File: config.mk
export PLATFORM = sky130hd
export DESIGN_NAME = rv_fetch_queue_flat
export DESIGN_NICKNAME = d
export VERILOG_FILES = /design/src/rtl/rv_fetch_queue_if.sv /design/src/rtl/rv_fetch_queue.sv /design/src/flat_wrapper.sv
export SDC_FILE = /design/constraint.sdc
export NUM_CORES = 1
export LEC_CHECK = 0
export ABC_CLOCK_PERIOD_IN_PS = 3320
export CORE_MARGIN = 3
export CORE_UTILIZATION = 51
export CTS_CLUSTER_SIZE = 20
export DETAILED_ROUTE_END_ITERATION = 12
export PLACE_DENSITY = 0.82
export SYNTH_ARGS = -nofsm -noshare
export SYNTH_HDL_FRONTEND = slang
export SYNTH_SLANG_ARGS = --single-unit
File: constraint.sdc
create_clock -name clk_i -period 3.32 [get_ports clk_i]
set_input_delay 0.83 -clock clk_i [delete_from_list [all_inputs] [get_ports clk_i]]
set_output_delay 0.83 -clock clk_i [all_outputs]
set_load 0.005 [all_outputs]
File: src/rtl/rv_fetch_queue_if.sv
// Fetch-unit bundle: instruction memory read port, decode-side queue head, branch redirect.
// master = fetch unit, slave = memory/decode/execute environment.
interface rv_fetch_queue_if;
  logic [31:0] im_addr_o;
  logic        im_rd_o;
  logic [31:0] im_data_i;
  logic        im_valid_i;
  logic        f_stall_i;
  logic [31:0] f_ir_o;
  logic [31:0] f_pc_o;
  logic        f_ir_valid_o;
  logic [31:0] x_pc_bra_i;
  logic        x_bra_i;

  modport master (
    output im_addr_o, im_rd_o, f_ir_o, f_pc_o, f_ir_valid_o,
    input  im_data_i, im_valid_i, f_stall_i, x_pc_bra_i, x_bra_i
  );

  modport slave (
    input  im_addr_o, im_rd_o, f_ir_o, f_pc_o, f_ir_valid_o,
    output im_data_i, im_valid_i, f_stall_i, x_pc_bra_i, x_bra_i
  );
endinterface

File: src/rtl/rv_fetch_queue.sv
// Instruction fetch unit: prefetch FIFO with multiple outstanding in-order reads,
// flush on branch redirect with counted discard of stale in-flight responses.
module rv_fetch_queue #(
  parameter logic [31:0] RESET_VECTOR = 32'h0,
  parameter int unsigned FIFO_DEPTH   = 4
) (
  input logic               clk_i,
  input logic               rst_i,
  rv_fetch_queue_if.master  bus
);
  localparam int unsigned PW = $clog2(FIFO_DEPTH);
  localparam int unsigned CW = PW + 1;
  localparam int unsigned SW = CW + 1;
  localparam logic [31:0] RV_ALIGNED = RESET_VECTOR & 32'hFFFF_FFFC;

  logic [31:0]   req_pc_q, req_pc_d;
  logic [31:0]   resp_pc_q, resp_pc_d;
  logic [CW-1:0] live_q, live_d;
  logic [CW-1:0] drop_q, drop_d;
  logic [CW-1:0] cnt_q, cnt_d;
  logic [PW-1:0] rd_ptr_q, rd_ptr_d;
  logic [PW-1:0] wr_ptr_q, wr_ptr_d;
  logic [31:0]   ir_mem_q [FIFO_DEPTH];
  logic [31:0]   pc_mem_q [FIFO_DEPTH];

  logic          bra_c;
  logic [31:0]   tgt_c;
  logic          room_c;
  logic          issue_c;
  logic          push_c;
  logic          discard_c;
  logic          pop_c;
  logic [CW-1:0] pend_c;

  // Issue/response/pop/branch decisions; all headroom checks use registered counts.
  always_comb begin
    req_pc_d  = req_pc_q;
    resp_pc_d = resp_pc_q;
    live_d    = live_q;
    drop_d    = drop_q;
    cnt_d     = cnt_q;
    rd_ptr_d  = rd_ptr_q;
    wr_ptr_d  = wr_ptr_q;

    bra_c     = bus.x_bra_i;
    tgt_c     = bus.x_pc_bra_i & 32'hFFFF_FFFC;
    room_c    = ((SW'(cnt_q) + SW'(live_q)) < SW'(FIFO_DEPTH)) &&
                ((SW'(live_q) + SW'(drop_q)) < SW'(FIFO_DEPTH));
    issue_c   = !rst_i && !bra_c && room_c;
    discard_c = bus.im_valid_i && !bra_c && (drop_q != '0);
    push_c    = bus.im_valid_i && !bra_c && (drop_q == '0) && (live_q != '0);
    pop_c     = (cnt_q != '0) && !bus.f_stall_i && !bra_c;
    pend_c    = drop_q + live_q;

    if (bra_c) begin
      // Every read still in flight becomes stale; a response arriving now retires one.
      drop_d    = (bus.im_valid_i && (pend_c != '0)) ? pend_c - CW'(1) : pend_c;
      live_d    = '0;
      cnt_d     = '0;
      wr_ptr_d  = rd_ptr_q;
      req_pc_d  = tgt_c;
      resp_pc_d = tgt_c;
    end else begin
      drop_d    = drop_q - CW'(discard_c);
      live_d    = live_q + CW'(issue_c) - CW'(push_c);
      cnt_d     = cnt_q + CW'(push_c) - CW'(pop_c);
      wr_ptr_d  = wr_ptr_q + PW'(push_c);
      rd_ptr_d  = rd_ptr_q + PW'(pop_c);
      req_pc_d  = req_pc_q + (issue_c ? 32'd4 : 32'd0);
      resp_pc_d = resp_pc_q + (push_c ? 32'd4 : 32'd0);
    end
  end

  always_ff @(posedge clk_i) begin
    if (rst_i) begin
      req_pc_q  <= RV_ALIGNED;
      resp_pc_q <= RV_ALIGNED;
      live_q    <= '0;
      drop_q    <= '0;
      cnt_q     <= '0;
      rd_ptr_q  <= '0;
      wr_ptr_q  <= '0;
      for (int i = 0; i < int'(FIFO_DEPTH); i++) begin
        ir_mem_q[i] <= '0;
        pc_mem_q[i] <= '0;
      end
    end else begin
      req_pc_q  <= req_pc_d;
      resp_pc_q <= resp_pc_d;
      live_q    <= live_d;
      drop_q    <= drop_d;
      cnt_q     <= cnt_d;
      rd_ptr_q  <= rd_ptr_d;
      wr_ptr_q  <= wr_ptr_d;
      if (push_c) begin
        ir_mem_q[wr_ptr_q] <= bus.im_data_i;
        pc_mem_q[wr_ptr_q] <= resp_pc_q;
      end
    end
  end

  assign bus.im_addr_o    = req_pc_q & 32'hFFFF_FFFC;
  assign bus.im_rd_o      = issue_c;
  assign bus.f_ir_o       = ir_mem_q[rd_ptr_q];
  assign bus.f_pc_o       = pc_mem_q[rd_ptr_q];
  assign bus.f_ir_valid_o = (cnt_q != '0);
endmodule

File: src/flat_wrapper.sv
// flat-port wrapper written by rule: the top's interface ports become plain ports
module rv_fetch_queue_flat 
#(
  parameter logic [31:0] RESET_VECTOR = 32'h0,
  parameter int unsigned FIFO_DEPTH   = 4
)
  (clk_i, rst_i, bus_im_addr_o, bus_im_rd_o, bus_f_ir_o, bus_f_pc_o, bus_f_ir_valid_o, bus_im_data_i, bus_im_valid_i, bus_f_stall_i, bus_x_pc_bra_i, bus_x_bra_i);
  rv_fetch_queue_if bus_i ();
  input logic clk_i;
  input logic rst_i;
  output wire logic [$bits(bus_i.im_addr_o)-1:0] bus_im_addr_o;
  output wire logic [$bits(bus_i.im_rd_o)-1:0] bus_im_rd_o;
  output wire logic [$bits(bus_i.f_ir_o)-1:0] bus_f_ir_o;
  output wire logic [$bits(bus_i.f_pc_o)-1:0] bus_f_pc_o;
  output wire logic [$bits(bus_i.f_ir_valid_o)-1:0] bus_f_ir_valid_o;
  input wire logic [$bits(bus_i.im_data_i)-1:0] bus_im_data_i;
  input wire logic [$bits(bus_i.im_valid_i)-1:0] bus_im_valid_i;
  input wire logic [$bits(bus_i.f_stall_i)-1:0] bus_f_stall_i;
  input wire logic [$bits(bus_i.x_pc_bra_i)-1:0] bus_x_pc_bra_i;
  input wire logic [$bits(bus_i.x_bra_i)-1:0] bus_x_bra_i;
  assign bus_im_addr_o = bus_i.im_addr_o;
  assign bus_im_rd_o = bus_i.im_rd_o;
  assign bus_f_ir_o = bus_i.f_ir_o;
  assign bus_f_pc_o = bus_i.f_pc_o;
  assign bus_f_ir_valid_o = bus_i.f_ir_valid_o;
  assign bus_i.im_data_i = bus_im_data_i;
  assign bus_i.im_valid_i = bus_im_valid_i;
  assign bus_i.f_stall_i = bus_f_stall_i;
  assign bus_i.x_pc_bra_i = bus_x_pc_bra_i;
  assign bus_i.x_bra_i = bus_x_bra_i;
  rv_fetch_queue #(.RESET_VECTOR(RESET_VECTOR), .FIFO_DEPTH(FIFO_DEPTH)) u_core (.clk_i(clk_i), .rst_i(rst_i), .bus(bus_i));
endmodule
# Word level (Yosys, flattened, before mapping)
# Memories as Yosys holds them, arrays and structs flattened. A register that Yosys moved wholly into a read port is not among the register bits.
# Cells that the tools add are included.
word_totals:
  romBits: 0
  latch_bits: 0
  output_inout_bits: 98
  ramBits: 256
  ff_bits: 77
  n_memories: 2
op_classes:
  bitwise_logic: 0
  n_div: 0
  shift: 0
  mul: 0
  reduce_logical: 21
  n_mux: 22
  magnitude_cmp: 2
  n_eq_ne: 0
  addsub: 13
mem_list:
  columns: ["name", "depth", "width", "read_ports", "rd_clocked_by_memory_dff", "write_ports", "line_no", "source"]
  rows:
  - ["u_core.ir_mem_q", 4, 32, 1, 1, 4, "rv_fetch_queue.sv:23", "logic [31:0] ir_mem_q [FIFO_DEPTH];"]
  - ["u_core.pc_mem_q", 4, 32, 1, 1, 4, "rv_fetch_queue.sv:24", "logic [31:0] pc_mem_q [FIFO_DEPTH];"]
ops:
  columns: ["op", "n"]
  rows:
  - ["two-way mux 32 bit", 4]
  - ["adder 32 bit", 2]
  - ["OR reduction 32 bit", 2]
  - ["two-way mux 2 bit", 7]
  - ["two-way mux 3 bit", 4]
  - ["nonzero test 3 bit", 4]
  - ["logical AND 1 bit", 10]
  - ["subtractor 3 x 1 -> 3 bit", 3]
  - ["adder 3 x 3 -> 4 bit", 2]
  - ["less-than comparator 4 x 3 -> 1 bit (second input constant)", 2]
  - ["two-way mux 1 bit", 7]
  - ["adder 3 x 1 -> 3 bit", 2]
  - ["adder 2 x 1 -> 2 bit", 2]
  - ["adder 3 bit", 1]
  - ["zero test 1 bit", 3]
  - ["zero test 3 bit", 1]
  - ["subtractor 3 x 1 -> 3 bit (second input constant)", 1]
  - ["OR reduction 2 bit", 1]

# Longest topological paths before layout
# Gate-level depths: netlist of the first run.
logic_depth:
  word_depth: 9
  depth_mapped: 14
  depth_no_buf: 14

# Worst setup path before layout of the first run
# OpenSTA, ideal clock, no wires.
synth_timing:
  kind: "input to register"
  from: "in rst_i"
  to: "mem u_core.ir_mem_q[3][0], enable pin"
  path_slack_ns: 0.010
  arrival_ns: 2.635
  setup_time_ns: 0.676
  t_required_ns: 2.644
  cell_stages: 5
  path_cell_list: "clkbuf_1 > inv_1 > clkbuf_1 > buf_1 > nand2_1"
synth_rtl:
  columns: ["element", "line_no", "source"]
  rows:
  - ["from (decl)", "flat_wrapper.sv:10", "input logic rst_i;"]
  - ["to (decl)", "rv_fetch_queue.sv:23", null]

==> results of run 1 <==
metal layers:
metal,vias to the layer above,global-route usage [%],part of all wire (%)
met5,-,0,0
met3,47,3.25,6.5
met2,332,35.9,49
met4,0,5.25,1.9
met1,4592,28.7,42
li1,4385,-,-
repair_timing:
action                     4_1_cts  5_1_grt
setup buffers                    4        1
resized for setup                7        5
pin swaps                        3        5
setup endpoints to repair        9       16
where the power goes:
part           internal (mW)  switching [mW]
Sequential              4.50           0.122
Combinational          0.345           0.279
Clock                   2.11            1.51
final timing paths:
| check | from | end | slack, ns | cells past startpoint |
|---|---|---|---|---|
| hold / removal | u_core.rd_ptr_q[1] | u_core.wr_ptr_q[1] | 0.48 | 2 |
| setup reg to reg | u_core.drop_q[0] | u_core.req_pc_q[26] | 0.17 | 13 |
| setup / recovery | register | bus_f_pc_o[31] | 0.14 | 3 |
| hold reg to reg | u_core.rd_ptr_q[1] | u_core.wr_ptr_q[1] | 0.48 | 2 |
cells by family after synthesis:
kind of cell	count (synthesis)	synth area share, %
mux	64	9.59
xor+xnor	28	1.66
buf+inv	102	2.90
compound gates	130	6.06
other cells	1	0.0254
fa+ha+maj	22	2.02
simple gates	416	17.1
flops	323	60.6
cell usage after synthesis (17+ instances only):
master    instances
nand4_1          19
o21a_1           22
nand3_1          18
and2_1          252
mux4_2           62
dfxtp_1          75
nor3_1           24
a21boi_0         17
clkbuf_1         58
inv_1            19
o21ai_0          22
nand2_1          25
edfxtp_1        248
ha_1             19
xnor2_1          18
critical path, delay by kind of cell, from the launching register on:
family | cells | cell delay [ns]
buf+inv | 2 | 0.77
flops | 1 | 0.56
mux | 1 | 0.52
sequential cells by signal, summed over array words and instances (netlist names), named ones only:
register,count
u_core.pc_mem_q,120
u_core.req_pc_q,30
u_core.live_q,3
u_core.cnt_q,3
u_core.resp_pc_q,30
u_core.drop_q,3
u_core.rd_ptr_q,2
u_core.ir_mem_q,128
u_core.wr_ptr_q,2
layout make-up:
type	count	area, um2
tap	378	473
timing repair buffer	218	2220
inverter	19	71.3
fill	1985	9940
multi-input combinational	664	5450
clock inverter	13	103
clock buffer	44	952
sequential	323	8960
through the flow:
step | instance area [um2] | power [mW]
after floorplan | 14800 | 4.95
after global placement | 17100 | 5.29
after detailed placement | 17100 | 5.31
after CTS | 18200 | 8.93
after global routing | 18200 | 9.17
final | 18200 | 8.86
==> results.tsv, run 1 <==
stage	metric	value	unit
logic_synthesis	most area-consuming cells after synthesis	edfxtp_1 (50%), and2_1 (11%), dfxtp_1 (10%), mux4_2 (9.5%), ha_1 (1.6%)	
sta	fin crit share	95.9	%
layout	fin cells	1659	
global_route	vias in the first global route	9576	
critical_path	Crit path arrival time	2.35	ns
floorplanning	io pins	167	
pwr	VDD IR-drop max	0.292	mV
detailed_routing	Via density	5.64	
placed_design	Setup WS pre-CTS	-0.363	ns
detailed_routing	drt wl/cell	19.6	um
floorplanning	Die Area	31000	um2
clocking	clock tree buffer depth	3	
hold_path	Worst Hold Class	register to register	
clocking	CTS clk-pin slew, worst paths	0.06	ns
logic_synthesis	Syn Std Cell Area	14800	um2
floorplanning	Die Wd	176	um
pwr	PwrDens	486	nW/um2
detailed_routing	via count	9356	
global_route	gr usage total	21.1	%
sta	Setup WS post-layout	0.137	ns
clocking	CTS H-tree lvls	2	
logic_synthesis	Post-synth EDFFs	248	
sta	final hold vios	0	
global_route	antenna violations before repair	0	
sta	final clock skew	0.0127	ns
critical_path	CP max FO	21	
layout	final core utilization	64.7	%
detailed_routing	Final ANT Viol Nets	0	
sta	Final Critical Period	3.18	ns
placed_design	Post-Place Cells	1597	
global_route	grt ovf	0	
logic_synthesis	share of the synthesized area in the top cell type	50.4	%
clocking	CTS tree	yes	
clocking	root buffer cell	clkbuf_16	
critical_path	critical path's largest stage delay	0.56	ns
clocking	CTS buffer count	35	
detailed_routing	DRT Pass-1 Iters	5	
sta	Worst-Margin Slew	0.543	ns
clocking	TritonCTS Sinks	323	
placed_design	port buffer count	160	
detailed_routing	number of DRC markers in iteration 0	685	
logic_synthesis	post-synthesis cell type count	48	
pwr	Pleak	6.49	nW
sta	fmax	314	MHz
sta	final count of negative-setup-slack endpoints	0	
global_route	largest net degree at the start of global routing	63	
layout	n_diodes	0	
layout	commonest non-fill, non-tap cell in the layout	and2_1	
critical_path	Critical Path Source Type	register	
sta	Slew Limit Headroom	63.5	%
logic_synthesis	Yosys reg bits	323	
detailed_routing	drt drc	0	
logic_synthesis	post-synthesis cell count	1086	
critical_path	WP data required	2.49	ns
floorplanning	Core ar.	28200	um2
logic_synthesis	Avg Inst Size Synth	13.6	um2
placed_design	Final Wtd Congestion	0.865	
logic_synthesis	ys flop type	edfxtp_1	
sta	RSZ-0062 raised after global routing	no	
sta	setup_tns	0	ns
clocking	worst skew pair latency	0.50	ns
layout	Area growth syn-to-layout	23.4	%
floorplanning	Die Y	176	um
sta	Slew Limit Fails	0	
logic_synthesis	Seq/Total Area, Yosys	60.6	%
critical_path	CP max-delay cell	dfxtp_4	
global_route	wire length of the first global-routing pass	51.8	mm
floorplanning	Row Count	61	
sta	worst hold margin	0.476	ns
layout	share of layout cells above drive strength 1	14.7	%
logic_synthesis	synth warn	0	
critical_path	Critical Path, Cell by Cell	buf_12 > mux4_2 > clkdlybuf4s50_1	
critical_path	Worst Setup End Kind	primary output	
layout	commonest cells after routing, fill and taps aside	and2_1 (252), edfxtp_1 (248), clkdlybuf4s50_1 (159)	
clocking	CTS Hold Bufs	0	
status	status	finished, final reports clean	
critical_path	critical path type	register to primary output	
placed_design	DP HPWL	20.8	mm
layout	nets	1352	
floorplanning	Starting Density	52.4	%
flow_run	Max-cap violations	0	
detailed_routing	final wirelength	32.5	mm
logic_synthesis	Synth area leader	edfxtp_1	
logic_synthesis	asr flop ratio synth	0	%
(Power assumes the default switching activity.)
==> run 2: changes to the inputs <==
CORE_MARGIN = default   (was 3)
==> results.tsv, run 2 (same netlist as run 1, synthesis figures left out) <==
stage	metric	value	unit	change
status	status	finished, final reports clean		unchanged
detailed_routing	number of DRC markers in iteration 0	681		was 685
clocking	CTS tree	yes		unchanged
sta	RSZ-0062 raised after global routing	no		unchanged
detailed_routing	DRT Pass-1 Iters	6		was 5
layout	share of layout cells above drive strength 1	14.4	%	was 14.7%
clocking	clock tree buffer depth	3		unchanged
sta	Final Critical Period	3.09	ns	was 3.18 ns
layout	final core utilization	64.8	%	was 64.7%
detailed_routing	via count	9390		was 9356
floorplanning	Die Wd	172	um	was 176 um
floorplanning	Core ar.	28200	um2	unchanged
critical_path	Crit path arrival time	2.26	ns	was 2.35 ns
detailed_routing	drt wl/cell	19.7	um	was 19.6 um
hold_path	Worst Hold Class	register to register		unchanged
placed_design	Placed Area	17000	um2	was 17100 um2
clocking	CTS clk-pin slew, worst paths	0.06	ns	about the same
pwr	Pleak	6.52	nW	was 6.49 nW
sta	final hold vios	0		unchanged
critical_path	R2R depth	13		unchanged
clocking	CTS Hold Bufs	0		unchanged
critical_path	Worst R2R End	u_core.req_pc_q[25]		was u_core.req_pc_q[26]
clocking	CTS H-tree lvls	2		unchanged
flow_run	Max-cap violations	0		unchanged
critical_path	CP max FO	37		was 21
floorplanning	io pins	167		unchanged
global_route	vias in the first global route	9509		was 9576
global_route	wire length of the first global-routing pass	51.2	mm	was 51.8 mm
hold_path	hold_sp	u_core.rd_ptr_q[1]		unchanged
sta	fmax	323	MHz	was 314 MHz
layout	max FFs per register	128		unchanged
clocking	CTS buffer count	35		unchanged
detailed_routing	drt drc	0		unchanged
critical_path	Worst Setup End Kind	primary output		unchanged
clocking	worst skew pair latency	0.51	ns	was 0.50 ns
pwr	PwrDens	499	nW/um2	was 486 nW/um2
layout	biggest registers after layout	u_core.ir_mem_q x128, u_core.pc_mem_q x120		unchanged
layout	n_diodes	0		unchanged
critical_path	reg-to-reg slack, setup	0.23	ns	was 0.17 ns
detailed_routing	final wirelength	32.6	mm	was 32.5 mm
critical_path	r2r startpoint	u_core.drop_q[0]		unchanged
sta	Worst-Margin Slew	0.514	ns	was 0.543 ns
critical_path	critical path type	register to primary output		unchanged
hold_path	Hold Path Stages	2		unchanged
sta	Slew Limit Fails	0		unchanged
layout	commonest cells after routing, fill and taps aside	and2_1 (252), edfxtp_1 (248), clkdlybuf4s50_1 (159)		unchanged
hold_path	Hold EP	u_core.wr_ptr_q[1]		unchanged
clocking	root buffer cell	clkbuf_16		unchanged
sta	final count of negative-setup-slack endpoints	0		unchanged
detailed_routing	Final ANT Viol Nets	0		unchanged
layout	Area growth syn-to-layout	23.7	%	was 23.4%
critical_path	WP data required	2.49	ns	about the same
sta	final clock skew	0.0154	ns	was 0.0127 ns
floorplanning	Die Area	29600	um2	was 31000 um2
floorplanning	Die Y	172	um	was 176 um
clocking	TritonCTS Sinks	323		unchanged
placed_design	DP HPWL	20.0	mm	was 20.8 mm
global_route	largest net degree at the start of global routing	63		unchanged
pwr	VDD IR-drop max	0.315	mV	was 0.292 mV
critical_path	Critical Path Source Type	register		unchanged
layout	post-layout instance area	18300	um2	was 18200 um2
floorplanning	Row Count	61		unchanged
sta	Slew Limit Headroom	65.7	%	was 63.5%
floorplanning	Starting Density	52.4	%	unchanged
layout	Most flops, register	u_core.ir_mem_q		unchanged
sta	fin crit share	93.1	%	was 95.9%
placed_design	port buffer count	160		unchanged
layout	commonest non-fill, non-tap cell in the layout	and2_1		unchanged
global_route	grt ovf	0		unchanged
global_route	gr usage total	22.6	%	was 21.1%
detailed_routing	Via density	5.66		was 5.64
global_route	antenna violations before repair	1		was 0
placed_design	Final Wtd Congestion	0.881		was 0.865
layout	nets	1345		was 1352
-- run 2: cell types whose count changed in the layout (fill, tap and decap cells not counted), sizes merged --
cell / previous run / this run
buf: 58 / 51
bufinv: 1 / 4
clkbuf: 44 / 46
clkinv: 7 / 10
clkinvlp: 3 / 2
dlygate4sd2: 1 / 0
dlymetal6s2s: 0 / 1
inv: 21 / 20
-- run 2: worst max path at each step --
stage,start,endpoint,cells past startpoint
after global placement,bus_x_bra_i,u_core.resp_pc_q[20],10
after floorplan,rst_i,u_core.ir_mem_q[3][0],5
after CTS,u_core.drop_q[0],bus_im_rd_o,8
after global routing,bus_x_bra_i,u_core.resp_pc_q[20],10
final,register,bus_f_ir_o[2],3
after detailed placement,bus_x_bra_i,u_core.resp_pc_q[16],10
-- run 2: cell type report --
class | count | area (um2)
inverter | 19 | 71.3
sequential | 323 | 8960
timing repair buffer | 211 | 2160
fill | 2009 | 9900
tap | 378 | 473
clock inverter | 17 | 183
multi-input combinational | 664 | 5460
clock buffer | 46 | 961
-- run 2: timing repair --
item	CTS	global route
resized for setup	3	10
endpoints found under the setup margin	1	10
buffers inserted	2	2
cloned	0	0
pin swaps	0	1
-- run 2: per-stage QoR --
step	hold WS, ns	setup slack, ns	power (mW)	TNS, ns	instances
floorplan	0.444	0.00953	4.95	0	1089
global route	0.508	0.0435	9.40	0	1658
global placement	0.460	-0.274	5.28	-2.62	1591
detailed placement	0.465	-0.300	5.31	-3.67	1591
finish	0.478	0.228	9.12	0	1658
CTS	0.480	0.00411	9.17	0	1656
-- run 2: worst max-delay path, cell delays in order, from the launching register on --
cell and delay [ns]:
dfxtp_4 0.38, buf_12 0.30, mux4_2 0.56, clkdlybuf4s50_1 0.48
-- run 2: power by group --
group	internal (mW)	switching [mW]	leakage, nW
logic	0.342	0.279	2.78
clock network	2.35	1.52	0.554
registers	4.50	0.124	3.18
total	7.19	1.92	6.52
-- run 2: routing by layer --
layer	vias to the layer above	GRT usage, %	part of all wire [%]
li1	4368	-	-
met1	4648	29.8	42
met2	320	38.9	50
met3	52	3.71	6.2
met4	2	5.73	1.8
met5	-	0	0.040
==> RTL change 1: new RTL, settings of run 2 <==
`FIFO_DEPTH` is set to 4 in 2 places; all go to 8.
--- a/src/rtl/rv_fetch_queue.sv
+++ b/src/rtl/rv_fetch_queue.sv
@@ -2,7 +2,7 @@
 // flush on branch redirect with counted discard of stale in-flight responses.
 module rv_fetch_queue #(
   parameter logic [31:0] RESET_VECTOR = 32'h0,
-  parameter int unsigned FIFO_DEPTH   = 4
+  parameter int unsigned FIFO_DEPTH   = 8
 ) (
   input logic               clk_i,
   input logic               rst_i,
--- a/src/flat_wrapper.sv
+++ b/src/flat_wrapper.sv
@@ -2,7 +2,7 @@
 module rv_fetch_queue_flat 
 #(
   parameter logic [31:0] RESET_VECTOR = 32'h0,
-  parameter int unsigned FIFO_DEPTH   = 4
+  parameter int unsigned FIFO_DEPTH   = 8
 )
   (clk_i, rst_i, bus_im_addr_o, bus_im_rd_o, bus_f_ir_o, bus_f_pc_o, bus_f_ir_valid_o, bus_im_data_i, bus_im_valid_i, bus_f_stall_i, bus_x_pc_bra_i, bus_x_bra_i);
   rv_fetch_queue_if bus_i ();
Check against the original RTL: not equivalent (a bounded check fails within 10 cycles, from zero or initial values and one cycle with rst_i high).
==> RTL change 1 against run 2 <==
The run now ends with setup timing left. First-iteration DRC count grew 110%. Sequential share of layout area up 2.2 points. Power is 71% higher. Wire length increased by 96%. Area after synthesis up 81%. Setup slack got worse by 0.28 ns. Hold slack improved by 0.011 ns. Sequential cell count increased by 254. Final area grew 77%. Largest power group unchanged.
==> RTL change 1: results (changes against run 2) <==
metric,value,unit,change
status,"finished, violations left",,
violations,setup timing,,
fin_setup_tns,-0.0488,ns,-0.0488 ns
wl,63.9,mm,+96%
worstPathMaxFanout,6,,-84%
synth_xor_area_share,1.90,%,+0.24 points
dp_hpwl,36.3,mm,+82%
gp_congestion,0.857,,-2.7%
grt.total_usage,24.3,%,+1.7 points
net-switching-power,3.37,mW,+75%
fin_skew,0.0296,ns,+0.0142 ns
synthAdderAreaFrac,1.58,%,-0.43 points
setup_slack,-0.0488,ns,-0.277 ns
clk_latency,0.62,ns,+0.11 ns
synth_mux_area_share,13.1,%,+3.5 points
finalSetupViolations,1,,+1
tightest_slew,0.804,ns,+0.290 ns
peakVddDrop,0.417,mV,+33%
cts_buffers,56,,+60%
ys_seq_area_share,61.9,%,+1.3 points
fill_cells,3654,,+82%
synth_edf_count,496,,+100%
grt_pass1_vias,16700,,+76%
reg_top3,"u_core.ir_mem_q (256), u_core.pc_mem_q (240)",,
vias_per_cell,5.74,,+1.4%
synth_compound_area_share,2.86,%,-3.2 points
first_iter_violations,1432,,+110%
synth_cell_types,64,,+33%
fin_nets,2156,,+60%
==> RTL change 1: cell count changes after synthesis, sizes merged, moves of 25 or more <==
cell / change
edfxtp: +248
and2: +244
mux2: +62
mux4: +62
clkbuf: +49
a21oi: +35
inv: +32
a21boi: +25
==> RTL change 1: per-stage QoR <==
step           worst slack [ns]  cell area (µm²)  cells
5_1_grt                 -0.0829            32300   2783
6_report                -0.0488            32300   2783
4_1_cts                  -0.183            32000   2759
3_5_place_dp             -0.313            29600   2614
2_1_floorplan            0.0481            26700   1838
3_3_place_gp             -0.292            29600   2614
==> RTL change 1: logic make-up after synthesis <==
| logic type | Yosys count |
|---|---|
| AOI/OAI and AO/OA | 117 |
| xor gates and xnor gates | 58 |
| adders and majority gates | 32 |
| buffers and inverters | 192 |
| DFF | 577 |
| muxes | 187 |
| other | 1 |
| and+or+nand+nor | 671 |
==> RTL change 1: layout make-up <==
class | count | area share, %
repair buffers | 300 | 10.1
multi-input cells | 1069 | 29.8
flip-flops and latches | 577 | 51.2
clock buffers | 67 | 4.54
clock inverters | 39 | 1.16
well taps | 680 | 2.64
inverters | 51 | 0.593
==> RTL change 1: worst paths after layout <==
kind / slack (ns) / to / cells after the start / start
min reg2reg: 0.49 / u_core.wr_ptr_q[2]$_SDFF_PP0_ / 2 / u_core.rd_ptr_q[2]$_SDFFE_PP0N_
max reg2reg: 0.07 / u_core.req_pc_q[31]$_SDFF_PP0_ / 12 / u_core.drop_q[1]$_SDFF_PP0_
min: 0.49 / u_core.wr_ptr_q[2]$_SDFF_PP0_ / 2 / u_core.rd_ptr_q[2]$_SDFFE_PP0N_
max: -0.05 / bus_f_pc_o[29] / 6 / flop
==> RTL change 1: layer usage <==
layer,vias to the layer above,wire length (µm),GRT usage [%]
met5,-,0,0
li1,7104,-,-
met3,93,4280,3.83
met4,0,1290,6.08
met2,625,32200,41.8
met1,8157,26200,32.3
==> RTL change 1: power groups by stage <==
stage	combinational (mW)	clock (mW)	sequential (mW)
2_1_floorplan	0.486	0	8.35
3_3_place_gp	0.893	0	8.41
3_5_place_dp	0.913	0	8.44
4_1_cts	0.919	6.47	8.29
5_1_grt	1.00	6.75	8.33
6_report	0.929	6.40	8.30
==> RTL change 1: what timing repair did <==
item / in CTS / in global routing
buffers inserted: 33 / 25
gates cloned: 6 / 2
pin swaps: 3 / 7
setup endpoints to repair: 63 / 35
gates resized for setup: 134 / 70
==> RTL change 1: worst max-delay path, stage by stage (launching register included) <==
cell	delay [ns]
dfxtp_4	0.39
buf_12	0.15
buf_4	0.16
buf_4	0.13
mux4_2	0.51
mux2_4	0.32
dlygate4sd2_1	0.28
==> RTL change 2: new RTL, config.mk and constraints of run 2 <==
Without the edit above. Reset style: asynchronous (`rst_i`), changed in one clocked block.
--- a/src/rtl/rv_fetch_queue.sv
+++ b/src/rtl/rv_fetch_queue.sv
@@ -71,7 +71,7 @@
     end
   end
 
-  always_ff @(posedge clk_i) begin
+  always_ff @(posedge clk_i or posedge rst_i) begin
     if (rst_i) begin
       req_pc_q  <= RV_ALIGNED;
       resp_pc_q <= RV_ALIGNED;
Function: differs if rst_i is asserted again (counterexample within 4 cycles, from zero or initial values and one cycle with rst_i high); with rst_i held inactive, the same outputs for 4 cycles.
==> RTL change 2 against run 2 <==
Sequential cell count shrank 2. Wire length grew 6.8%. Setup slack lost 0.12 ns. Area after synthesis grew 2.2%. Final area grew 1.7%. Count of clock-buffer cells in the layout grew 1. Critical path type is now reg -> reg. Critical endpoint is now u_core.req_pc_q[26]$_DFF_PP0_.
Power is not compared: it rests on default switching activity, and its combinational part moved more than twofold at a synthesized area within 25%.
==> RTL change 2: results (changes against run 2) <==
metric,value,unit,change
antenna_cells,0,,unchanged
m1WireLength,14.6,mm,+5.7%
gp_congestion,0.864,,-1.9%
yosys-top-cells-count,"dfrtp_1 (321), mux2_2 (261), mux4_2 (62)",,
synth_cell_types,52,,+8.3%
fin_nets,1346,,+0.074%
min_to,u_core.pc_mem_q[9]$_DFFE_PP0P_,,
wl,34.8,mm,+6.8%
tightest_slew,0.799,ns,+0.285 ns
postPlaceCellArea,0.0173,mm²,+1.6%
rr_endpoint,u_core.req_pc_q[26]$_DFF_PP0_,,
fin_skew,0.0222,ns,+0.00683 ns
synthAdderAreaFrac,1.97,%,-0.043 points
async_flop_share,100,%,+100 points
synth_xor_area_share,1.63,%,-0.035 points
vias_per_cell,5.97,,+5.4%
min_from,u_core.pc_mem_q[9]$_DFFE_PP0P_,,
synth_mux_area_share,28.9,%,+19 points
grt_util_met2,39.7,%,+0.75 points
met3_length,1.79,mm,-11%
hold_class,reg -> reg,,
first_iter_violations,770,,+13%
critPathTopFamily,simple AND/OR/NAND/NOR gates,,
drive_gt1_share,35.7,%,+21 points
grt.total_usage,23.7,%,+1.0 points
r2r_start,u_core.live_q[0]$_DFF_PP0_,,
use_met1,31.7,%,+1.9 points
place_ws,-0.502,ns,-0.202 ns
dr_wl_met2,17.4,mm,+7.5%
critPathSlowestCell,or4_4,,
synth.avg_cell_area,14.0,µm²,+2.6%
synth_compound_area_share,3.91,%,-2.2 points
grt_pass1_vias,10500,,+10%
synth_area_leaders,"dfrtp_1 (53%), mux2_2 (19%), mux4_2 (9.3%)",,
r2r_setup_slack,0.11,ns,-0.12 ns
firstDrtPassIters,5,,-1
grt_pass1_wl,56.7,mm,+11%
grt_max_degree,106,,+68%
arrival,3.64,ns,+1.38 ns
status,"finished, final reports clean",,
r2r_cells,12,,-1
dp_hpwl,22.3,mm,+11%
whs,0.500,ns,+0.0225 ns
wl_per_cell,21.0,µm,+6.6%
dp_cells,1595,,+0.25%
worstPathMaxFanout,7,,-81%
use_met3,3.67,%,-0.033 points
synth_edf_count,0,,-100%
ys_seq_area_share,53.3,%,-7.4 points
holdPathStages,1,,-1
==> RTL change 2: cell count changes after synthesis, moves of 11 or more <==
cell,delta
nor3_1,-11
o31a_1,-12
edfxtp_1,-248
nor2_1,+18
buf_2,+19
dfrtp_1,+321
and2_1,-250
o21a_1,-21
or4_1,+13
a21boi_0,-17
clkbuf_1,-33
dfxtp_1,-75
mux2_2,+261
==> RTL change 2: where the power goes <==
part | switching (mW) | internal (mW)
sequential | 0.513 | 4.56
clock | 1.56 | 2.45
combinational | 1.22 | 1.94
==> RTL change 2: worst max-delay path by stage <==
stage                                         startpoint                             end  slack, ns  cells after the start
final                         u_core.live_q[0]$_DFF_PP0_   u_core.req_pc_q[26]$_DFF_PP0_       0.11                     12
after global routing                         bus_x_bra_i  u_core.resp_pc_q[18]$_DFF_PP0_     -0.007                     11
after CTS                 u_core.rd_ptr_q[0]$_DFFE_PP0N_                  bus_f_pc_o[10]       0.01                      3
after detailed placement                           rst_i   u_core.req_pc_q[26]$_DFF_PP0_      -0.50                     10
after global placement                             rst_i   u_core.req_pc_q[26]$_DFF_PP0_      -0.41                     10
after floorplan                                    rst_i       u_core.cnt_q[0]$_DFF_PP0_      -1.79                      1
==> RTL change 2: what timing repair did <==
action	CTS	global route
gates cloned	0	1
setup endpoints to repair	6	35
buffers inserted	1	5
endpoints found under the hold margin	0	0
resized for setup	3	7
pin swaps	1	3
==> RTL change 2: layout make-up <==
cell class | instances | area (µm²)
Sequential cell | 321 | 8040
Multi-Input combinational cell | 658 | 6640
Clock buffer | 47 | 1010
Inverter | 29 | 113
Timing Repair Buffer | 210 | 2130
Clock inverter | 12 | 169
Tap cell | 384 | 480
Fill cell | 2097 | 10400
